===== src/rtl/stepper_pkg.sv =====
// Shared definitions for the automaton stepper: controller state encoding,
// datapath widths, the default vector FIFO depth and the result packing.
package stepper_pkg;

  localparam int DATA_W        = 8;
  localparam int AU_STATE_W    = 3;
  localparam int RES_W         = 11;
  localparam int COUNT_W       = 5;
  localparam int DEFAULT_DEPTH = 8;

  localparam logic [COUNT_W-1:0] COUNT_MAX = 5'd31;

  typedef enum logic [2:0] {
    ST_IDLE     = 3'd0,
    ST_ARST     = 3'd1,
    ST_FETCH    = 3'd2,
    ST_APPLY    = 3'd3,
    ST_WAIT_OUT = 3'd4,
    ST_DONE     = 3'd5
  } state_t;

  // Result word layout: automaton state in the upper bits, Mealy output below.
  function automatic logic [RES_W-1:0] pack_result(input logic [AU_STATE_W-1:0] s,
                                                   input logic [DATA_W-1:0]     c);
    return {s, c};
  endfunction

endpackage


===== src/rtl/stepper_fifo.sv =====
// Synchronous FIFO holding the queued U vectors. Pointers carry one extra
// wrap bit so full and empty are distinguishable without a separate counter.
// A write offered while full is dropped and latches a sticky overflow flag.
// DEPTH must be a power of 2 in the range 2..16.
module stepper_fifo
  import stepper_pkg::*;
#(
  parameter int DEPTH = DEFAULT_DEPTH,
  parameter int W     = DATA_W
) (
  input  logic         clk,
  input  logic         rst,
  input  logic         wr_valid,
  output logic         wr_ready,
  input  logic [W-1:0] wr_data,
  input  logic         pop,
  output logic [W-1:0] rd_data,
  output logic         empty,
  output logic         ovf
);

  localparam int AW = $clog2(DEPTH);

  logic [AW:0]  wr_ptr;
  logic [AW:0]  rd_ptr;
  logic [W-1:0] mem [DEPTH];
  logic         full;
  logic         do_push;
  logic         do_pop;

  // Full when the indices match but the wrap bits differ.
  always_comb begin
    empty    = (wr_ptr == rd_ptr);
    full     = (wr_ptr[AW] != rd_ptr[AW]) && (wr_ptr[AW-1:0] == rd_ptr[AW-1:0]);
    wr_ready = !full && !rst;
    do_push  = wr_valid && wr_ready;
    do_pop   = pop && !empty;
    rd_data  = mem[rd_ptr[AW-1:0]];
  end

  // Pointer update and sticky overflow; push and pop may coincide.
  always_ff @(posedge clk) begin
    if (rst) begin
      wr_ptr <= '0;
      rd_ptr <= '0;
      ovf    <= 1'b0;
    end else begin
      if (do_push) wr_ptr <= wr_ptr + 1'b1;
      if (do_pop)  rd_ptr <= rd_ptr + 1'b1;
      if (wr_valid && full) ovf <= 1'b1;
    end
  end

  // Storage write; contents need no reset since the pointers define validity.
  always_ff @(posedge clk) begin
    if (do_push) mem[wr_ptr[AW-1:0]] <= wr_data;
  end

endmodule


===== src/rtl/automata_stepper.sv =====
// Drives an external automaton from a queue of U vectors: resets it, then
// applies one vector per step and presents each {state, C} result for
// readout. Free-run mode steps continuously; single-step mode waits for a
// step pulse per vector.
//
// Handshakes: a transfer happens on the rising edge where valid and ready
// are both 1. valid, once raised, holds with its data stable until that
// edge; ready may be asserted independently of valid.
module automata_stepper
  import stepper_pkg::*;
#(
  parameter int DEPTH = DEFAULT_DEPTH
) (
  input  logic                  clk,
  input  logic                  rst,
  input  logic                  start,
  input  logic                  single,
  input  logic                  step,
  input  logic                  wr_valid,
  output logic                  wr_ready,
  input  logic [DATA_W-1:0]     wr_data,
  output logic                  au_rst,
  output logic                  au_en,
  output logic [DATA_W-1:0]     au_u,
  input  logic [DATA_W-1:0]     au_c,
  input  logic [AU_STATE_W-1:0] au_state,
  output logic                  rd_valid,
  input  logic                  rd_ready,
  output logic [RES_W-1:0]      rd_data,
  output logic                  busy,
  output logic                  done,
  output logic [COUNT_W-1:0]    count,
  output logic                  err_ovf,
  output logic [2:0]            dbg_state
);

  state_t              state;
  state_t              state_nxt;
  logic                pop;
  logic                fifo_empty;
  logic [DATA_W-1:0]   fifo_head;
  logic [RES_W-1:0]    result;

  stepper_fifo #(
    .DEPTH (DEPTH),
    .W     (DATA_W)
  ) u_fifo (
    .clk      (clk),
    .rst      (rst),
    .wr_valid (wr_valid),
    .wr_ready (wr_ready),
    .wr_data  (wr_data),
    .pop      (pop),
    .rd_data  (fifo_head),
    .empty    (fifo_empty),
    .ovf      (err_ovf)
  );

  // Controller state register.
  always_ff @(posedge clk) begin
    if (rst) state <= ST_IDLE;
    else     state <= state_nxt;
  end

  // Next-state logic; the FIFO pop is issued from FETCH on the transition.
  always_comb begin
    state_nxt = state;
    pop       = 1'b0;
    case (state)
      ST_IDLE:     if (start) state_nxt = ST_ARST;
      ST_ARST:     state_nxt = ST_FETCH;
      ST_FETCH: begin
        if (fifo_empty) begin
          state_nxt = ST_DONE;
        end else if (!single || step) begin
          pop       = 1'b1;
          state_nxt = ST_APPLY;
        end
      end
      ST_APPLY:    state_nxt = ST_WAIT_OUT;
      ST_WAIT_OUT: if (rd_ready) state_nxt = ST_FETCH;
      ST_DONE:     state_nxt = ST_IDLE;
      default:     state_nxt = ST_IDLE;
    endcase
  end

  // Datapath: au_u loads only on a pop, result captures during APPLY,
  // count clears in ARST and saturates on each accepted result.
  always_ff @(posedge clk) begin
    if (rst) begin
      au_u   <= '0;
      result <= '0;
      count  <= '0;
    end else begin
      if (pop) au_u <= fifo_head;
      if (state == ST_APPLY) result <= pack_result(au_state, au_c);
      if (state == ST_ARST) begin
        count <= '0;
      end else if (state == ST_WAIT_OUT && rd_ready && count != COUNT_MAX) begin
        count <= count + 5'd1;
      end
    end
  end

  // Moore outputs, forced low while reset is held.
  always_comb begin
    au_rst    = (state == ST_ARST)     && !rst;
    au_en     = (state == ST_APPLY)    && !rst;
    rd_valid  = (state == ST_WAIT_OUT) && !rst;
    done      = (state == ST_DONE)     && !rst;
    busy      = (state != ST_IDLE)     && !rst;
    rd_data   = result;
    dbg_state = state;
  end

endmodule


===== config.mk =====
export PLATFORM = sky130hd
export DESIGN_NAME = automata_stepper
export DESIGN_NICKNAME = d
export VERILOG_FILES = /design/src/rtl/stepper_pkg.sv /design/src/rtl/stepper_fifo.sv /design/src/rtl/automata_stepper.sv
export SDC_FILE = /design/constraint.sdc
export NUM_CORES = 1
export LEC_CHECK = 0
export CORE_ASPECT_RATIO = 1.1
export CORE_MARGIN = 2
export CORE_UTILIZATION = 23
export DETAILED_ROUTE_END_ITERATION = 12
export SETUP_SLACK_MARGIN = 0.02
export SLEW_MARGIN = 20
export SYNTH_ARGS = -nofsm -noshare
export SYNTH_HDL_FRONTEND = slang
export SYNTH_SLANG_ARGS = --single-unit

===== constraint.sdc =====
create_clock -name clk -period 7.1 [get_ports clk]
set_input_delay 0.71 -clock clk [delete_from_list [all_inputs] [get_ports clk]]
set_output_delay 0.71 -clock clk [all_outputs]
set_load 0.01 [all_outputs]

# Word level (Yosys, flattened, before mapping)
# Memory sizes are Yosys's and may differ from the RTL's. A register that Yosys moved wholly into a read port is not among the register bits.
# Cells that the tools add are included.
# totals
register_bits,28
memories,1
ram_bits,64
inputBits,26
elab_cells,53
# classes
n_eq_ne,12
n_mux,10
addsub,3
n_reduce_logical,21
# memory_table
memory,depth,width,read_ports,rd_clocked_by_memory_dff,wr,line_no,rtl
u_fifo.mem,8,8,1,1,1,stepper_fifo.sv:26,logic [W-1:0] mem [DEPTH];
# op_table
operator,count
3-bit case mux with 5 select lines,1
1-bit logical AND,12
3-bit two-way mux,4
4-bit by 1-bit adder with 4-bit output (second input constant),2
3-bit by 2-bit == test with 1-bit output (second input constant),2
3-bit == test (second input constant),2
5-bit by 1-bit adder with 5-bit output (second input constant),1
1-bit two-way mux,5
5-bit != test (second input constant),1
4-bit == test,1
1-bit zero test,4
2-bit != test (second input constant),2
3-bit by 1-bit == test with 1-bit output (second input constant),1
3-bit == test,1
3-bit zero test,1
3-bit != test (second input constant),1
3-bit AND reduction,1
3-bit nonzero test,1
2-bit OR reduction,1
1-bit logical OR,1
1-bit != test,1

# Logic depth before layout (Yosys ltp)
# logic_depth
depth_word,7
ltp_mapped,6

# Cells and area by module
# A second synthesis with hierarchy kept.
# unflattened
cells_unflattened,299
hier_area_um2,4324.1
# by_module_without_submodules
module,seq_area_each_um2,cells_per_inst,area_per_inst_um2,instances
stepper_fifo,2162.1,169,3103.0,1
automata_stepper,540.5,130,1221.2,1

# Worst setup path before layout
# OpenSTA, ideal clock, no wires.
# synth_path
path_kind,register to register
from,register u_fifo.rd_ptr[1]
to,memory u_fifo.mem[3][0] in the netlist's numbering (enable)
synth_period_minus_slack_ns,2.307
stages_incl_launch_ff,6
path_slack_ns,4.793
t_arrival_ns,1.924
path_buffers,1
path_cell_list,dfxtp_1 buf_6 xor2_1 nor4_2 or3b_1 nor3_1
# synth_between
elab_chain_len,7
# synth_lines
item,line_no,rtl
start: declaration,stepper_fifo.sv:25,logic [AW:0] rd_ptr;
start signal: assignment,stepper_fifo.sv:49,if (do_pop) rd_ptr <= rd_ptr + 1'b1;
3-bit == test,stepper_fifo.sv:34,full = (wr_ptr[AW] != rd_ptr[AW]) && (wr_ptr[AW-1:0] == rd_ptr[AW-1:0]);
1-bit logical AND,stepper_fifo.sv:34,
1-bit zero test,stepper_fifo.sv:35,wr_ready = !full && !rst;
1-bit logical AND,stepper_fifo.sv:35,
1-bit logical AND,stepper_fifo.sv:36,do_push = wr_valid && wr_ready;
1-bit two-way mux,stepper_fifo.sv:56,if (do_push) mem[wr_ptr[AW-1:0]] <= wr_data;
1-bit two-way mux (implied by the code),stepper_fifo.sv:56,
end: declaration,stepper_fifo.sv:26,
# Every way passes these cells.

# Worst setup path in the final report
# layout_path
from,register u_fifo.rd_ptr[2]
to,output wr_ready
# layout_between
elab_chain_len,4
# layout_lines
item,line_no,rtl
3-bit == test,stepper_fifo.sv:34,
1-bit logical AND,stepper_fifo.sv:34,
1-bit zero test,stepper_fifo.sv:35,
1-bit logical AND,stepper_fifo.sv:35,
end: declaration,automata_stepper.sv:20,"output logic wr_ready,"
# Every way passes these cells.

==> run_results.csv <==
group,metric,value,unit
grt,grt_pass1_vias,2393,
clock_network,cts_resized,0,
finish,diodes,0,
timing,min_period,3.344,ns
timing,final_max_slew_viol_count,0,
timing,slew_headroom,34.04,%
grt,grt_most_used_layer,"met2",
synth,yosys_warnings,0,
timing,min_period_over_period,47.10,%
clock_network,cts.sinks,100,
clock_network,numCtsBuffers,9,
route,num_vias,2438,
grt,grt_use_met2,15.00,%
grt,grt_overflow,0,
clock_network,cts_buffer_depth,2,
timing,clock_skew,0.009884,ns
clock_network,root_buffer,"clkbuf_16",
synth,syn_inst,272,
timing,max_clock_freq,299.0,MHz
clock_network,post_cts_buffers,0,
clock_network,cts_hold_buf,0,
worst_setup_path,r2r_end,"u_fifo.mem[7][7]",
floorplan,die_h,143.7,µm
synth,seq_area_frac_synth,64.75,%
clock_network,path_clk_slew,0.07,ns
route,drt_wl_total,8233,µm
grt,track_usage,9.302,%
timing,setup_violations,0,
worst_setup_path,r2r-start,"u_fifo.rd_ptr[2]",
worst_setup_path,cp.arrival,2.63,ns
worst_setup_path,required,6.39,ns
power_and_ir_drop,powerDensity,227.0,nW/µm²
grt,antenna_found_initial,0,
placement,dp_hpwl,5459,µm
placement,io_buffers,59,
synth,synth_cell_types,42,
route,drc_errors,0,
worst_setup_path,critical_path.max_stage_delay,0.98,ns
worst_setup_path,reg2reg_depth,4,
route,wl_per_cell,14.42,µm
timing,setup_tns,0,ns
worst_setup_path,crit_buf_inv,1,
worst_setup_path,path_delay_family,"flip-flops",
worst_setup_path,path_class,"flop to output pin",
route,antenna_left,0,
route,drt_iter0_markers,154,
grt,grtUsageMet1,11.46,%
clock_network,cts_tree,"yes",
worst_setup_path,cp-start-kind,"flop",
worst_setup_path,cp.depth,4,
synth,ys_seq_elements,100,
power_and_ir_drop,peakVddDrop,0.1074,mV
synth,avgSynthCellArea,15.01,µm²
clock_network,htreeDepth,3,
timing,rsz0062_at_grt,"false",
floorplan,num_rows,51,
finish,nets,358,
worst_setup_path,crit_chain,"xor2_1, nor4_2, nor2_1, clkdlybuf4s50_1",
timing,hold_slack,0.4603,ns
finish,layout-drive-gt1-share,12.61,%
grt,use_met3,3.090,%
worst_setup_path,end_kind,"output pin",
synth,netlist_area,4081,µm²
grt,grt_max_degree,36,
floorplan,ios,60,
grt,grt_pass1_wl,12860,µm
finish,syn2layout_area_growth,26.39,%
timing,worst_pin_slew,0.9880,ns
outcome,outcome,"completed",
floorplan,die_area,18830,µm²
timing,hold_viol_final,0,
worst_setup_path,r2r_setup_slack,4.22,ns
worst_setup_path,crit_end,"wr_ready",
finish,mostFrequentLayoutCells,"edfxtp_1, clkdlybuf4s50_1, dfxtp_1",
clock_network,clock_latency,0.35,ns
floorplan,coreArea,17550,µm²
worst_setup_path,critPathLaunch,"u_fifo.rd_ptr[2]",
route,viasPerCell,4.270,
power_and_ir_drop,power_leakage,1.704,nW
finish,final_common_cell,"edfxtp_1",
synth,syn_nets,302,
floorplan,start_util,23.26,%
placement,gp_congestion,0.7267,
route,firstDrtPassIters,4,
flow_run,drv_cap,0,
floorplan,die-width,131.0,µm
worst_setup_path,crit_slowest_cell,"dfxtp_1",
worst_setup_path,critPathMaxFanout,21,
hold_path,hp-class,"flop to flop",
[layout make-up]
class	instances	area, µm²
Fill cell	1732	12390
Clock buffer	10	229.0
Tap cell	238	297.8
Sequential cell	100	2643
Multi-Input combinational cell	153	1318
Timing Repair Buffer	62	613.1
Inverter	2	7.507
Clock inverter	6	51.30
[kinds of logic after synthesis]
| logic type | Yosys count | share of synthesized area, % |
|---|---|---|
| flops | 100 | 64.75 |
| simple gates | 68 | 8.737 |
| mux | 38 | 14.22 |
| compound gates | 33 | 5.825 |
| buf+inv | 19 | 3.096 |
| xor+xnor | 10 | 2.146 |
| fa+ha+maj | 4 | 1.226 |
[Yosys cell counts (all sizes together)]
library cell	instances	area, µm²
nand3b	3	22.52
ha	4	50.05
clkbuf	6	23.77
and3	1	6.260
a21oi	10	50.05
nand3	4	20.02
or3b	2	17.52
nand4b	1	8.760
o2bb2ai	8	70.07
mux2i	22	220.2
a41oi	2	17.52
buf	11	95.09
edfxtp	64	1922
xnor2	4	35.03
nor3	5	25.02
o41ai	2	17.52
or4	2	15.01
o31ai	2	15.01
nor3b	1	12.51
dfxtp	36	720.7
o21ai	6	30.03
or3	6	40.03
nor4	1	12.51
mux4	16	360.4
or2b	1	7.510
inv	2	7.510
nor4b	1	8.760
and2	1	6.260
nand2b	1	6.260
nand2	7	26.28
or2	1	6.260
nor2	29	108.9
a221oi	1	8.760
o21bai	1	7.510
a41o	1	21.27
xor2	6	52.55
nand4	1	6.260
[power by group]
part           total [mW]  switching [mW]  leakage (nW)  internal [mW]
Combinational      0.0661          0.0331         0.694         0.0331
Clock               0.470           0.225         0.140          0.245
Sequential          0.635         0.00807         0.869          0.627
[how the worst min path moves through the flow]
stage / to / start / cells past startpoint / slack (ns)
after detailed placement: au_u[0] / au_u[0] / 1 / 0.45
after global routing: au_u[0] / au_u[0] / 1 / 0.49
after global placement: au_u[3] / au_u[3] / 1 / 0.46
after CTS: au_u[0] / au_u[0] / 1 / 0.47
after floorplan: u_fifo.rd_ptr[3] / u_fifo.rd_ptr[3] / 2 / 0.46
final: au_u[0] / au_u[0] / 1 / 0.46
[metal layers]
layer  vias to the layer above  wire, µm
met2                        67      4077
li1                       1148         -
met3                        10       430
met1                      1213      3596
met5                         -         0
met4                         0       129
[sequential cells by signal, indices dropped and copies added (netlist names)]
signal,cells
u_fifo.rd_ptr,4
u_fifo.wr_ptr,4
u_fifo.mem,64
u_fifo.ovf,1
au_u,8
count,5
rd_data,11
dbg_state,3
[stage by stage]
step                instance area [µm²]  instances  utilization (%)  setup WS [ns]  power (mW)
global route                       5159        571            29.40          3.518       1.216
detailed placement                 4873        555            27.77          3.868      0.7147
CTS                                5154        571            29.37          3.691       1.186
floorplan                          4081        272                -          4.793      0.6810
finish                             5159        571            29.40          3.756       1.171
global placement                   4873        555            27.77          3.966      0.7132
(Power assumes the default switching activity.)
